===== src/rtl/approx_pkg.sv =====
// Shared types and width helpers for the approximate-adder error monitor.
package approx_pkg;

  typedef enum logic [1:0] {
    IDLE,
    RUN,
    DRAIN,
    DONE
  } state_t;

  function automatic int cnt_w(input int window);
    return $clog2(window + 1);
  endfunction

  function automatic int sum_w(input int n, input int window);
    return n + 1 + cnt_w(window);
  endfunction

endpackage


===== src/rtl/approx_err_monitor_if.sv =====
// Sample stream handshake: operand pair plus approximate sum.
interface approx_err_monitor_if #(
  parameter int N = 8
);
  logic         in_valid;
  logic         in_ready;
  logic [N-1:0] a;
  logic [N-1:0] b;
  logic [N-1:0] approx_sum;

  modport master (
    output in_valid, a, b, approx_sum,
    input  in_ready
  );

  modport slave (
    input  in_valid, a, b, approx_sum,
    output in_ready
  );
endinterface


===== src/rtl/approx_err_monitor_abs_diff.sv =====
// Unsigned absolute difference |x - y|.
module abs_diff #(
  parameter int W = 9
) (
  input  logic [W-1:0] i_x,
  input  logic [W-1:0] i_y,
  output logic [W-1:0] o_d
);
  assign o_d = (i_x >= i_y) ? (i_x - i_y)
                            : (i_y - i_x);
endmodule


===== src/rtl/approx_err_monitor.sv =====
// Windowed error statistics for the reduced-carry approximate adder.
module approx_err_monitor
  import approx_pkg::*;
#(
  parameter  int N      = 8,
  parameter  int WINDOW = 256,
  localparam int CNT_W  = cnt_w(WINDOW),
  localparam int SUM_W  = sum_w(N, WINDOW)
) (
  input  logic                 clk,
  input  logic                 rst,
  input  logic                 start,
  approx_err_monitor_if.slave  s_in,
  output logic                 busy,
  output logic                 done,
  output logic [CNT_W-1:0]     sample_cnt,
  output logic [CNT_W-1:0]     err_cnt,
  output logic [SUM_W-1:0]     err_sum,
  output logic [N:0]           err_max
);

  state_t r_state;
  state_t w_next;

  logic             r_s1_vld;
  logic [N:0]       r_s1_ex;
  logic [N:0]       r_s1_ap;
  logic             r_s2_vld;
  logic             r_s2_mis;
  logic [N:0]       r_s2_err;
  logic [CNT_W-1:0] r_cnt;
  logic [CNT_W-1:0] r_ecnt;
  logic [SUM_W-1:0] r_esum;
  logic [N:0]       r_emax;

  logic       w_ready;
  logic       w_acc;
  logic       w_last;
  logic       w_clr;
  logic [N:0] w_err;

  assign w_ready = (r_state == RUN) &&
                   (r_cnt < CNT_W'(WINDOW));
  assign w_acc   = s_in.in_valid & w_ready;
  assign w_last  = w_acc &&
                   (r_cnt == CNT_W'(WINDOW - 1));
  assign w_clr   = start &&
                   ((r_state == IDLE) ||
                    (r_state == DONE));

  always_comb begin
    w_next = r_state;
    unique case (r_state)
      IDLE:  if (start) w_next = RUN;
      RUN:   if (w_last) w_next = DRAIN;
      // last sample is in stage 2 once stage 1 empties
      DRAIN: if (!r_s1_vld) w_next = DONE;
      DONE:  if (start) w_next = RUN;
      default: w_next = IDLE;
    endcase
  end

  abs_diff #(.W(N + 1)) u_abs (
    .i_x (r_s1_ex),
    .i_y (r_s1_ap),
    .o_d (w_err)
  );

  always_ff @(posedge clk) begin
    if (rst) begin
      r_state  <= IDLE;
      r_s1_vld <= 1'b0;
      r_s1_ex  <= '0;
      r_s1_ap  <= '0;
      r_s2_vld <= 1'b0;
      r_s2_mis <= 1'b0;
      r_s2_err <= '0;
      r_cnt    <= '0;
      r_ecnt   <= '0;
      r_esum   <= '0;
      r_emax   <= '0;
    end else begin
      r_state  <= w_next;
      r_s1_vld <= w_acc;
      r_s1_ex  <= {1'b0, s_in.a} + {1'b0, s_in.b};
      r_s1_ap  <= {1'b0, s_in.approx_sum};
      r_s2_vld <= r_s1_vld;
      r_s2_err <= w_err;
      r_s2_mis <= |w_err;
      if (w_clr) begin
        r_cnt  <= '0;
        r_ecnt <= '0;
        r_esum <= '0;
        r_emax <= '0;
      end else begin
        if (w_acc)
          r_cnt <= r_cnt + 1'b1;
        if (r_s2_vld) begin
          r_ecnt <= r_ecnt + CNT_W'(r_s2_mis);
          r_esum <= r_esum + SUM_W'(r_s2_err);
          if (r_s2_err > r_emax)
            r_emax <= r_s2_err;
        end
      end
    end
  end

  assign s_in.in_ready = w_ready;
  assign busy       = (r_state == RUN) ||
                      (r_state == DRAIN);
  assign done       = (r_state == DONE);
  assign sample_cnt = r_cnt;
  assign err_cnt    = r_ecnt;
  assign err_sum    = r_esum;
  assign err_max    = r_emax;

endmodule


===== src/flat_wrapper.sv =====
// flat-port wrapper written by rule: the top's interface ports become plain ports
module approx_err_monitor_flat import approx_pkg::*;
#(
  parameter  int N      = 8,
  parameter  int WINDOW = 256,
  localparam int CNT_W  = cnt_w(WINDOW),
  localparam int SUM_W  = sum_w(N, WINDOW)
)
  (clk, rst, start, busy, done, sample_cnt, err_cnt, err_sum, err_max, s_in_in_valid, s_in_a, s_in_b, s_in_approx_sum, s_in_in_ready);
  approx_err_monitor_if #(.N(N)) s_in_i ();
  input  logic clk;
  input  logic rst;
  input  logic start;
  output logic busy;
  output logic done;
  output logic [CNT_W-1:0] sample_cnt;
  output logic [CNT_W-1:0] err_cnt;
  output logic [SUM_W-1:0] err_sum;
  output logic [N:0] err_max;
  input wire logic [$bits(s_in_i.in_valid)-1:0] s_in_in_valid;
  input wire logic [$bits(s_in_i.a)-1:0] s_in_a;
  input wire logic [$bits(s_in_i.b)-1:0] s_in_b;
  input wire logic [$bits(s_in_i.approx_sum)-1:0] s_in_approx_sum;
  output wire logic [$bits(s_in_i.in_ready)-1:0] s_in_in_ready;
  assign s_in_i.in_valid = s_in_in_valid;
  assign s_in_i.a = s_in_a;
  assign s_in_i.b = s_in_b;
  assign s_in_i.approx_sum = s_in_approx_sum;
  assign s_in_in_ready = s_in_i.in_ready;
  approx_err_monitor #(.N(N), .WINDOW(WINDOW)) u_core (.clk(clk), .rst(rst), .start(start), .s_in(s_in_i), .busy(busy), .done(done), .sample_cnt(sample_cnt), .err_cnt(err_cnt), .err_sum(err_sum), .err_max(err_max));
endmodule

===== config.mk =====
export PLATFORM = sky130hd
export DESIGN_NAME = approx_err_monitor_flat
export DESIGN_NICKNAME = d
export VERILOG_FILES = /design/src/rtl/approx_pkg.sv /design/src/rtl/approx_err_monitor_if.sv /design/src/rtl/approx_err_monitor_abs_diff.sv /design/src/rtl/approx_err_monitor.sv /design/src/flat_wrapper.sv
export SDC_FILE = /design/constraint.sdc
export NUM_CORES = 1
export LEC_CHECK = 0
export ABC_AREA = 1
export CAP_MARGIN = 10
export CORE_MARGIN = 2
export CORE_UTILIZATION = 40
export DETAILED_ROUTE_END_ITERATION = 12
export MAX_ROUTING_LAYER = met4
export PLACE_DENSITY_LB_ADDON = 0.1
export SLEW_MARGIN = 15
export SYNTH_ARGS = -nofsm -noshare
export SYNTH_HDL_FRONTEND = slang
export SYNTH_HIERARCHICAL = 1
export SYNTH_SLANG_ARGS = --single-unit

===== constraint.sdc =====
create_clock -name clk -period 2.47 [get_ports clk]
set_clock_uncertainty 0.2 [all_clocks]
set_input_delay 0.247 -clock clk [delete_from_list [all_inputs] [get_ports clk]]
set_output_delay 0.247 -clock clk [all_outputs]
set_load 0.02 [all_outputs]

# Yosys cells after proc, flatten, opt, wreduce, memory -nomap -nowiden

Cells that the tools add are included.

Memory bits (read-only): 0
Output and inout bits: 48
Input port bits: 28
Logic and storage cells: 45
Latch bits: 0
Flip-flop bits (word level): 77
Bits in writable memories: 0
Memories: 0

Bitwise operators: 1
Mux-type cells: 5
Equality and inequality tests: 7
Shifts and indexed selects: 0
Div/mod/pow operators: 0
Order comparisons: 3
Reductions and logical operators: 11
Add/subtract/negate cells: 6
Multiply operators: 0

Operators by type and width:

| kind                                                  | count |
|---|---|
| adder 18 x 9 -> 18 bit                                | 1 |
| subtractor 9 bit                                      | 2 |
| adder 8 x 8 -> 9 bit                                  | 1 |
| adder 9 x 1 -> 9 bit                                  | 1 |
| adder 9 x 1 -> 9 bit, second input constant           | 1 |
| equality test 9 x 8 -> 1 bit, second input constant   | 1 |
| >= comparator 9 bit                                   | 1 |
| greater-than comparator 9 bit                         | 1 |
| < comparator 9 bit, second input constant             | 1 |
| two-way mux 9 bit                                     | 1 |
| OR reduction 9 bit                                    | 1 |
| two-way mux 2 bit                                     | 3 |
| case mux 2 bit (3 select lines)                       | 1 |
| equality test 2 bit, second input constant            | 2 |
| inequality test 2 x 1 -> 1 bit, second input constant | 2 |
| OR reduction 2 bit                                    | 2 |
| logical AND 1 bit                                     | 3 |
| AND reduction 3 bit                                   | 1 |
| equality test 2 x 1 -> 1 bit, second input constant   | 1 |
| zero test 2 bit                                       | 1 |
| logical OR 1 bit                                      | 2 |
| inequality test 2 bit, second input constant          | 1 |
| AND reduction 2 bit                                   | 1 |
| bitwise AND 1 bit                                     | 1 |

# Logic depth before layout (Yosys ltp)

Gate-level depths: netlist of run 1.

Depth in word-level cells: 6
Mapped depth: 14

# By module

The synthesis of run 1 kept the hierarchy.

Modules (own cells, without submodules):

| module             | area an instance (µm²) | instances | cells an instance | seq. area each (µm²) |
|---|---|---|---|---|
| approx_err_monitor | 4151.5                 | 1         | 565               | 1521.5 |
| abs_diff           | 1033.5                 | 1         | 199               | 0.0 |

# Worst setup path after synthesis of run 1

No wires, ideal clock.

Kind: reg2reg
Start point: reg u_core.r_s1_ex[0]
End point: reg u_core.r_s2_mis
Slack: 389 ps
Period minus slack after synthesis: 2081 ps
Required time: 2139 ps
Setup time: 131 ps
Arrival: 1750 ps
Cell stages (with the launch flop): 13
Buffers on the path: 0
Cell sequence: dfxtp_1 > inv_1 > ha_1 > fa_1 > inv_1 > nand2_1 > nand2_1 > nand2_1 > xor2_1 > nand2_1 > nand2_1 > nor4_1 > a31oi_1

Cells in the longest elaborated chain, start to end: 3
Elaborated cells between the ends (all ways): 5
Classes of those cells: add/sub (2); order compare (1); mux (1); reduce/logical (1)

Ends and longest elaborated chain:

| element                                  | RTL line                          | RTL |
|---|---|---|
| start, declared                          | approx_err_monitor.sv:26          | `logic [N:0] r_s1_ex;` |
| start signal, assigned                   | approx_err_monitor.sv:85          | `r_s1_ex <= {1'b0, s_in.a} + {1'b0, s_in.b};` |
| subtractor 9 bit (tied with other cells) | approx_err_monitor_abs_diff.sv:10 | `: (i_y - i_x);` |
| two-way mux 9 bit (*)                    | approx_err_monitor_abs_diff.sv:9  | `assign o_d = (i_x >= i_y) ? (i_x - i_y)` |
| net u_core.w_err[4]                      | approx_err_monitor.sv:40          | `logic [N:0] w_err;` |
| OR reduction 9 bit (*)                   | approx_err_monitor.sv:89          | `r_s2_mis <= \|w_err;` |
| end signal, assigned                     | approx_err_monitor.sv:89          |  |
| end, declared                            | approx_err_monitor.sv:29          | `logic r_s2_mis;` |

The timed path passes the listed nets; every way through them passes the cells marked *.
A chain may end at the register's enable or synchronous reset.

# Final worst setup path of run 1

Start point: reg u_core.r_s1_ap[0]
End point: reg u_core.r_s2_mis

Cells in the longest elaborated chain, start to end: 3
Elaborated cells between the ends (all ways): 5
Classes of those cells: add/sub (2); order compare (1); mux (1); reduce/logical (1)

Ends and longest elaborated chain:

| element                                  | RTL line                          | RTL |
|---|---|---|
| start, declared                          | approx_err_monitor.sv:27          | `logic [N:0] r_s1_ap;` |
| start signal, assigned                   | approx_err_monitor.sv:86          | `r_s1_ap <= {1'b0, s_in.approx_sum};` |
| subtractor 9 bit (tied with other cells) | approx_err_monitor_abs_diff.sv:10 |  |
| two-way mux 9 bit (*)                    | approx_err_monitor_abs_diff.sv:9  |  |
| net u_core.w_err[4]                      | approx_err_monitor.sv:40          |  |
| OR reduction 9 bit (*)                   | approx_err_monitor.sv:89          |  |

Marked as above.

==> results of run 1 <==
[layout make-up]
| type | count | area [sq um] | share of cell area |
|---|---|---|---|
| multi-input cells | 534 | 3020 | 0.475 |
| flip-flops and latches | 76 | 1520 | 0.239 |
| clock inverters | 3 | 40.0 | 0.00629 |
| clock buffers | 10 | 239 | 0.0376 |
| well taps | 172 | 215 | 0.0338 |
| repair buffers | 81 | 796 | 0.125 |
| inverters | 140 | 526 | 0.0826 |
[layer usage]
metal / vias to the layer above / routed length, um
li1: 2527 / -
met1: 2081 / 5220
met2: 74 / 5770
met3: 13 / 407
met4: 0 / 181
met5: - / 0
[stage by stage]
stage / hold WS, ns / utilization / worst slack (ns)
2_1_floorplan: 0.154 / - / 0.389
3_3_place_gp: 0.234 / 0.482 / 0.236
3_5_place_dp: 0.235 / 0.482 / 0.184
4_1_cts: 0.206 / 0.504 / 0.183
5_1_grt: 0.240 / 0.504 / 0.0351
6_report: 0.218 / 0.504 / 0.196
[critical path: cells and delay by family (launching register included)]
kind | cells | cell delay, ns
simple gates | 6 | 0.64
fa+ha+maj | 2 | 0.60
flops | 1 | 0.33
xor+xnor | 1 | 0.16
buf+inv | 2 | 0.12
compound gates | 1 | 0.10
[cell families after synthesis]
family,after synthesis
DFF,76
buffers and inverters,154
xor gates and xnor gates,11
adders and majority gates,54
other,1
and+or+nand+nor,391
AOI/OAI and AO/OA,77
[registers in the layout, indices dropped and copies added (netlist names)]
signal and cells:
u_core/r_s2_err 9, u_core/r_s1_ap 8, u_core/err_cnt 9, u_core/r_s1_ex 9, u_core/r_state 2, u_core/err_sum 18
u_core/err_max 9, u_core/r_s1_vld 1, u_core/r_s2_vld 1, u_core/r_s2_mis 1, u_core/sample_cnt 9
[cell usage in the layout, fill, tap and decap left out, types with 3 or more instances in the layout]
cell type,synthesis,routed
nand3_2,6,6
xor2_1,8,8
clkdlybuf4s50_1,0,75
nand2_2,7,7
nor2_4,4,4
a21oi_2,12,12
nor3_1,6,6
inv_2,5,5
a21oi_1,39,39
nor2_2,5,5
a21o_1,4,4
nand3_1,53,53
o21ai_0,12,12
a31oi_1,3,3
nor2_1,97,97
xnor2_1,3,3
buf_4,3,6
nand2_1,192,192
dfxtp_1,76,76
nand4_1,5,5
ha_1,50,50
nand3b_1,3,3
clkbuf_16,0,9
fa_1,4,4
inv_1,134,134
[power by group]
part | internal [W] | switching (W) | leakage [nW]
sequential | 0.00132 | 0.0000877 | 0.620
clock | 0.000789 | 0.000496 | 0.140
combinational | 0.000585 | 0.000978 | 2.25
total | 0.00269 | 0.00156 | 3.01
[worst paths after layout]
kind                                                   start                      endpoint  slack (ns)  cells after the start
worst max-delay path            u_core/r_s1_ap[0]$_SDFF_PP0_    u_core/r_s2_mis$_SDFF_PP0_        0.20                     12
worst min-delay path                      s_in_approx_sum[4]  u_core/r_s1_ap[4]$_SDFF_PP0_        0.22                      3
worst max register to register  u_core/r_s1_ap[0]$_SDFF_PP0_    u_core/r_s2_mis$_SDFF_PP0_        0.20                     12
worst min register to register    u_core/r_s1_vld$_SDFF_PP0_    u_core/r_s2_vld$_SDFF_PP0_        0.24                      2
==> impl_metrics.yaml, run 1 <==
yosys:
  synth_top_family_by_area: "simple AND/OR/NAND/NOR gates"
  synth_edf_count: 0
  synth-xor-area-share: 0.0186
  synthSimpleGateAreaFrac: 0.335
  synth_area_sq_um: 5180
  syn_nets: 846
  yosysWarnings: 6
  synth_top_area_share: 0.293
  yosysSeqAreaShare: 0.293
  synthMuxAreaShare: 0
  synthAdderAreaFrac: 0.136
  avgSynthCellArea_sq_um: 6.79
  ys_types: 44
  synth-seq-cells: 76
  async_reset_ff_frac: 0
  ys_top_cells_by_count: "nand2_1 (192), inv_1 (134), nor2_1 (97)"
  synth_most_common_cell: "nand2_1"
  synth_area_leaders: "dfxtp_1 (29%), nand2_1 (14%), ha_1 (12%)"
  synth_top_area_cell: "dfxtp_1"
  synth-main-ff-cell: "dfxtp_1"
  syn_inst: 764
  synth_compound_area_frac: 0.0924
sta:
  fin_crit_ns: 2.27
  fmax_mhz: 440
  setup_tns_ns: 0
  rsz0062_at_grt: "false"
  setup_viol: 0
  slew_viol_final: 0
  fin_crit_sh: 0.920
  hold_violations: 0
detailed_routing:
  drt_iter0_drc: 150
  routedWlPerCell_um: 11.4
  drc: 0
  avgViaCountPerCell: 4.62
  wl_mm: 11.6
  first_pass_iters: 4
  postRouteAntennaNets: 0
  via_count: 4695
clock_tree:
  clk_pin_slew_worst_paths_ns: 0.06
  cts-resized-gates: 0
  cts_tree: "built"
  cts_made_buffers: 9
  cts_setup_buffers: 0
  cts_max_path_buffers: 2
  root_buffer: "clkbuf_16"
  hold_buffers: 0
  clk_latency_ns: 0.34
  cts_max_level: 3
  cts.sinks: 76
placed_design:
  port_buffers: 75
  place.gp.congestion: 0.890
  dp_cells: 1003
  placed_area_sq_um: 6080
  hpwl_mm: 9.21
global_route:
  grt_use_met2: 0.317
  antenna_found_initial: 0
  grt-busiest-layer: "met2"
  overflow: 0
  track_usage: 0.179
  grt_max_degree: 27
  grt_pass1_vias: 4388
  grt_pass1_wl_mm: 19.9
  grtUsageMet3: 0.0373
  met1_usage: 0.200
die:
  die_w_um: 118
  die-area_sq_um: 13900
  initial_core_util: 0.411
  rows: 41
  die_h_um: 118
  io_pins: 76
  core_area_sq_um: 12600
power:
  finalPower_w: 0.00426
  leakage_nw: 3.01
  p_per_area_nw_per_um2: 669
  peakVddDrop_uv: 392
layout:
  num_antenna_cells: 0
  syn2layout_area_growth_pct: 22.7
  fillers: 1325
  fin_area_sq_um: 6360
  nNetsFinal: 924
  drive_gt1_frac: 0.0806
  fin_cells: 1016
critical_path:
  cp_data_required_time_ns: 2.49
  crit_top_cell: "nand2_1"
  path_class: "flip-flop to flip-flop"
  crit_path_cell_trace: "inv_1, ha_1, fa_1, inv_1, nand2_1, nand2_1, nand2_1, xor2_1, nand2_1, nand2_1, nor4_1, a31oi_1"
  end_kind: "flip-flop"
  cp_max_fo: 3
  cp-start-kind: "flip-flop"
  cp_slowest_stage_delay_ns: 0.41
  critPathArrivalTime_ns: 2.29
  slowest_stage: "fa_1"
job:
  cap_violations: 0
status:
  status: "completed"
hold_path:
  hp-class: "primary input to flip-flop"
Note: power is estimated with default switching activity, not from simulation.
==> inputs of run 2 (changes only) <==
--- a/config.mk
+++ b/config.mk
@@ -10,6 +10,7 @@
 export CORE_MARGIN = 2
 export CORE_UTILIZATION = 40
 export DETAILED_ROUTE_END_ITERATION = 12
+export GPL_ROUTABILITY_DRIVEN = 0
 export MAX_ROUTING_LAYER = met4
 export PLACE_DENSITY_LB_ADDON = 0.1
 export SLEW_MARGIN = 15
==> run 2 against run 1 <==
Sequential power about the same. Clock power increased by 17%. Register-to-register slack got worse by 0.02 ns. Sequential cell count unchanged. Die area is the same. Via count down 0.94%. Setup slack worse by 0.023 ns. Largest cell class unchanged. Maximum frequency shrank 0.98%. Critical path type unchanged.
==> impl_metrics.yaml, run 2 (synthesized netlist as in run 1, its figures left out) <==
status:
  status: "completed"
critical_path:
  crit_family: "simple AND/OR/NAND/NOR gates"
  reg2reg_from: "u_core/r_s1_ex[0]$_SDFF_PP0_"
  critPathArrivalTime_ns: 2.31
  path_buf_inv: 2
  r2r_cells: 12
  end_kind: "flip-flop"
  worst_r2r_endpoint: "u_core/r_s2_mis$_SDFF_PP0_"
  crit_top_cell: "nand2_1"
  cp_slowest_stage_delay_ns: 0.41
  cp_max_fo: 3
  cp_data_required_time_ns: 2.48
  crit_path_cell_trace: "inv_1, ha_1, fa_1, inv_1, nand2_1, nand2_1, nand2_1, xor2_1, nand2_1, nand2_1, nor4_1, a31oi_1"
  cp-start-kind: "flip-flop"
  slowest_stage: "fa_1"
  path_class: "flip-flop to flip-flop"
  r2r_slack_ns: 0.17
layout:
  num_antenna_cells: 0
  final_common_cell: "nand2_1"
  syn2layout_area_growth_pct: 23.9
  final-seq-area_sq_um: 1520
  layout_common_cells: "nand2_1 (192), inv_1 (134), nor2_1 (97), dfxtp_1 (76), clkdlybuf4s50_1 (75)"
  drive_gt1_frac: 0.0804
  largest_reg_flops: 18
  fillers: 1279
  multi_input_area_sq_um: 3020
  nNetsFinal: 924
die:
  core_area_sq_um: 12600
  initial_core_util: 0.411
  rows: 41
  io_pins: 76
  die-area_sq_um: 13900
  die_w_um: 118
  die_h_um: 118
detailed_routing:
  first_pass_iters: 5
  postRouteAntennaNets: 0
  routedWlPerCell_um: 10.9
  wl_met2_mm: 5.35
  highest_layer: "met4"
  wl_met1_mm: 5.12
  wl_met3_um: 420
  drc: 0
  via_count: 4651
  drt_iter0_drc: 170
  avgViaCountPerCell: 4.57
  wl_mm: 11.1
clock_tree:
  cts_max_path_buffers: 2
  hold_buffers: 0
  cts_made_buffers: 9
  cts-resized-gates: 0
  clk_latency_ns: 0.33
  cts.sinks: 76
  clk_pin_slew_worst_paths_ns: 0.06
  root_buffer: "clkbuf_16"
  cts_setup_buffers: 0
  cts_tree: "built"
  cts_max_level: 3
sta:
  rsz0062_at_grt: "false"
  fin_crit_ns: 2.30
  setup_viol: 0
  fmax_mhz: 436
  hold_violations: 0
  slew_viol_final: 0
  setup_tns_ns: 0
  fin_crit_sh: 0.930
  timing.hold.ws_ns: 0.222
global_route:
  grt_pass1_wl_mm: 19.0
  grt_pass1_vias: 4373
  antenna_found_initial: 0
  track_usage: 0.168
  overflow: 0
  grt_max_degree: 27
power:
  seqPwrFrac: 0.316
  switchingPower_w: 0.00157
  p_comb_frac: 0.349
  leakage_nw: 3.04
  intPower_w: 0.00289
  power_frac_clock: 0.336
  p_per_area_nw_per_um2: 694
  peakVddDrop_uv: 418
  switching_share: 0.351
placed_design:
  hpwl_mm: 8.61
  port_buffers: 75
job:
  cap_violations: 0
hold_path:
  hold_path_end: "u_core/r_s1_ap[7]$_SDFF_PP0_"
  min-delay-start: "s_in_approx_sum[7]"
  hp-class: "primary input to flip-flop"
  min_path_cells: 3
run 2: metal layers:
| metal | GRT usage | up-vias |
|---|---|---|
| met2 | 0.290 | 92 |
| met1 | 0.195 | 2016 |
| li1 | - | 2524 |
| met3 | 0.0291 | 19 |
| met4 | 0.0602 | 0 |
| met5 | - | - |
run 2: area by class of cell:
cell class / instances / area share
tap: 172 / 0.0335
clock inverter: 4 / 0.0154
clock buffer: 11 / 0.0362
timing repair buffer: 81 / 0.126
sequential: 76 / 0.237
multi-input combinational: 534 / 0.471
inverter: 140 / 0.0818
run 2: power by group through the flow:
stage / combinational [W] / clock [W] / sequential [W]
after floorplan: 0.00124 / 0 / 0.00143
after global placement: 0.00154 / 0 / 0.00143
after detailed placement: 0.00156 / 0 / 0.00144
after CTS: 0.00157 / 0.00153 / 0.00141
after global routing: 0.00177 / 0.00158 / 0.00142
final: 0.00155 / 0.00150 / 0.00141
run 2: how the worst max path moves through the flow:
stage	depth (start not counted)	start	end	slack, ns
floorplan	12	u_core/r_s1_ex[0]$_SDFF_PP0_	u_core/r_s2_mis$_SDFF_PP0_	0.39
global placement	12	u_core/r_s1_ex[0]$_SDFF_PP0_	u_core/r_s2_mis$_SDFF_PP0_	0.28
detailed placement	12	u_core/r_s1_ex[0]$_SDFF_PP0_	u_core/r_s2_mis$_SDFF_PP0_	0.20
CTS	12	u_core/r_s1_ex[0]$_SDFF_PP0_	u_core/r_s2_mis$_SDFF_PP0_	0.18
global route	12	u_core/r_s1_ex[0]$_SDFF_PP0_	u_core/r_s2_mis$_SDFF_PP0_	0.02
finish	12	u_core/r_s1_ex[0]$_SDFF_PP0_	u_core/r_s2_mis$_SDFF_PP0_	0.17
run 2: tightest hold or removal path: cells and delay by family:
family | cells | cell delay, ns
simple gates | 1 | 0.03
buf+inv | 2 | 0.44
run 2: stage by stage:
step / setup slack (ns) / power, W / cell area, sq um / utilization / std cells
after floorplan: 0.389 / 0.00267 / 5180 / - / 764
after global placement: 0.283 / 0.00297 / 6090 / 0.483 / 1003
after detailed placement: 0.197 / 0.00299 / 6090 / 0.483 / 1003
after CTS: 0.183 / 0.00451 / 6430 / 0.509 / 1018
after global routing: 0.0201 / 0.00477 / 6430 / 0.509 / 1018
final: 0.174 / 0.00446 / 6430 / 0.509 / 1018
==> inputs of run 3 (changes only) <==
--- a/config.mk
+++ b/config.mk
@@ -8,11 +8,12 @@
 export ABC_AREA = 1
 export CAP_MARGIN = 10
 export CORE_MARGIN = 2
-export CORE_UTILIZATION = 40
+export CORE_UTILIZATION = 45
 export DETAILED_ROUTE_END_ITERATION = 12
 export GPL_ROUTABILITY_DRIVEN = 0
 export MAX_ROUTING_LAYER = met4
 export PLACE_DENSITY_LB_ADDON = 0.1
+export RECOVER_POWER = 100
 export SLEW_MARGIN = 15
 export SYNTH_ARGS = -nofsm -noshare
 export SYNTH_HDL_FRONTEND = slang
==> run 3 against run 2 <==
Maximum frequency decreased by 0.66%. Sequential share of layout area increased by 0.40 points. Register-to-register slack gained 0.03 ns. Largest cell class unchanged. Die area shrank 11%. Power down 5.5%. Sequential power about the same. Largest power group unchanged. First-iteration DRC count increased by 32%. Sequential cell count stayed put.
==> impl_metrics.yaml, run 3 (synthesized netlist as in run 1, its figures left out) <==
status:
  status: "completed"
power:
  p_per_area_nw_per_um2: 667
  peakVddDrop_uv: 443
  leakage_nw: 3.15
sta:
  fin_crit_sh: 0.936
  setup_viol: 0
  fin_crit_ns: 2.31
  worst_pin_slew_ns: 0.643
  setup_tns_ns: 0
  slew_viol_final: 0
  fmax_mhz: 433
  rsz0062_at_grt: "false"
  slew_headroom: 0.571
  hold_violations: 0
clock_tree:
  cts_made_buffers: 9
  clk_latency_ns: 0.33
  cts_max_path_buffers: 2
  cts.sinks: 76
  cts_max_level: 3
  root_buffer: "clkbuf_16"
  cts_setup_buffers: 0
  cts_tree: "built"
  clk_pin_slew_worst_paths_ns: 0.06
  hold_buffers: 0
critical_path:
  r2r_slack_ns: 0.20
  end_kind: "output pin"
  r2r_cells: 11
  cp_max_fo: 3
  cp-start-kind: "flip-flop"
  critPathArrivalTime_ns: 1.86
  worst_r2r_endpoint: "u_core/r_s2_mis$_SDFF_PP0_"
  path_class: "flip-flop to output pin"
  reg2reg_from: "u_core/r_s1_ex[1]$_SDFF_PP0_"
  cp_data_required_time_ns: 2.02
die:
  rows: 39
  die-area_sq_um: 12400
  initial_core_util: 0.458
  die_h_um: 111
  io_pins: 76
  core_area_sq_um: 11300
  die_w_um: 111
layout:
  syn2layout_area_growth_pct: 21.9
  layout_common_cells: "nand2_1 (194), inv_1 (136), nor2_1 (97), dfxtp_1 (76), nand3_1 (54)"
  num_antenna_cells: 0
  drive_gt1_frac: 0.0734
  largest_reg_flops: 18
  fillers: 1124
  final_common_cell: "nand2_1"
  nNetsFinal: 922
  fin_area_sq_um: 6320
global_route:
  grt_pass1_vias: 4498
  track_usage: 0.183
  overflow: 0
  antenna_found_initial: 0
  grt_max_degree: 29
  grt_pass1_wl_mm: 18.6
hold_path:
  min_path_cells: 3
  hp-class: "primary input to flip-flop"
  hold_path_end: "u_core/r_s1_ap[2]$_SDFF_PP0_"
  min-delay-start: "s_in_approx_sum[2]"
detailed_routing:
  via_count: 4668
  first_pass_iters: 7
  wl_mm: 10.7
  routedWlPerCell_um: 10.8
  postRouteAntennaNets: 0
  avgViaCountPerCell: 4.72
  drc: 0
  drt_iter0_drc: 224
placed_design:
  placed_area_sq_um: 6040
  hpwl_mm: 8.43
  port_buffers: 75
job:
  cap_violations: 0
[run 3: cell count changes in the layout (fill, tap and decap cells not counted), sizes merged]
| cell | previous run | this run |
|---|---|---|
| inv | 139 | 140 |
| clkinvlp | 0 | 3 |
| clkinv | 2 | 1 |
| clkbuf | 11 | 12 |
| buf | 6 | 3 |
| dlygate4sd3 | 0 | 51 |
| clkdlybuf4s50 | 75 | 24 |
| bufinv | 3 | 1 |
[run 3: worst max path at each step]
stage                                             to  slack (ns)  depth (start not counted)                      startpoint
after floorplan           u_core/r_s2_mis$_SDFF_PP0_        0.39                         12    u_core/r_s1_ex[0]$_SDFF_PP0_
after detailed placement  u_core/r_s2_mis$_SDFF_PP0_        0.20                         11    u_core/r_s1_ex[2]$_SDFF_PP0_
final                                           busy        0.16                          4  u_core/r_state[0]$_SDFFE_PP0P_
after global routing      u_core/r_s2_mis$_SDFF_PP0_       0.009                         11    u_core/r_s1_ex[1]$_SDFF_PP0_
after CTS                 u_core/r_s2_mis$_SDFF_PP0_        0.18                         11    u_core/r_s1_ex[2]$_SDFF_PP0_
after global placement    u_core/r_s2_mis$_SDFF_PP0_        0.28                         12    u_core/r_s1_ex[0]$_SDFF_PP0_
[run 3: area by class of cell]
cell class	instances	area, sq um	area share
inverters	140	526	0.0832
flip-flops and latches	76	1520	0.241
clock buffers	11	233	0.0368
clock inverters	5	61.3	0.00970
multi-input cells	534	3010	0.476
well taps	143	179	0.0283
repair buffers	79	791	0.125
[run 3: repair_timing]
| action | in CTS | in global routing |
|---|---|---|
| setup endpoints to repair | 0 | 1 |
| resized for setup | 0 | 1 |
| endpoints found under the hold margin | 0 | 0 |
[run 3: worst max-delay path, cell delays in order (launching register included)]
cell and delay [ns]:
dfxtp_1 0.37, inv_1 0.07, ha_1 0.32, inv_1 0.09, dlygate4sd3_1 0.68
[run 3: metrics by stage]
stage,util,hold WS [ns],power (W),setup slack (ns),cells
final,0.558,0.229,0.00421,0.159,988
after global routing,0.558,0.245,0.00453,0.00889,988
after CTS,0.560,0.218,0.00431,0.177,988
after detailed placement,0.534,0.236,0.00298,0.198,972
after global placement,0.534,0.229,0.00295,0.282,972
after floorplan,-,0.154,0.00267,0.389,764
[run 3: power breakdown]
group          internal [W]  total, W  switching [W]
combinational      0.000555   0.00150       0.000947
clock              0.000787   0.00131       0.000519
sequential          0.00132   0.00141      0.0000873
[run 3: per-layer routing]
| metal | up-vias | track usage | part of all wire | wire length, um |
|---|---|---|---|---|
| met3 | 13 | 0.0354 | 0.038 | 402 |
| li1 | 2519 | - | - | - |
| met1 | 2045 | 0.200 | 0.45 | 4850 |
| met2 | 91 | 0.333 | 0.49 | 5300 |
| met4 | 0 | 0.0601 | 0.015 | 159 |
| met5 | - | - | 0 | 0 |
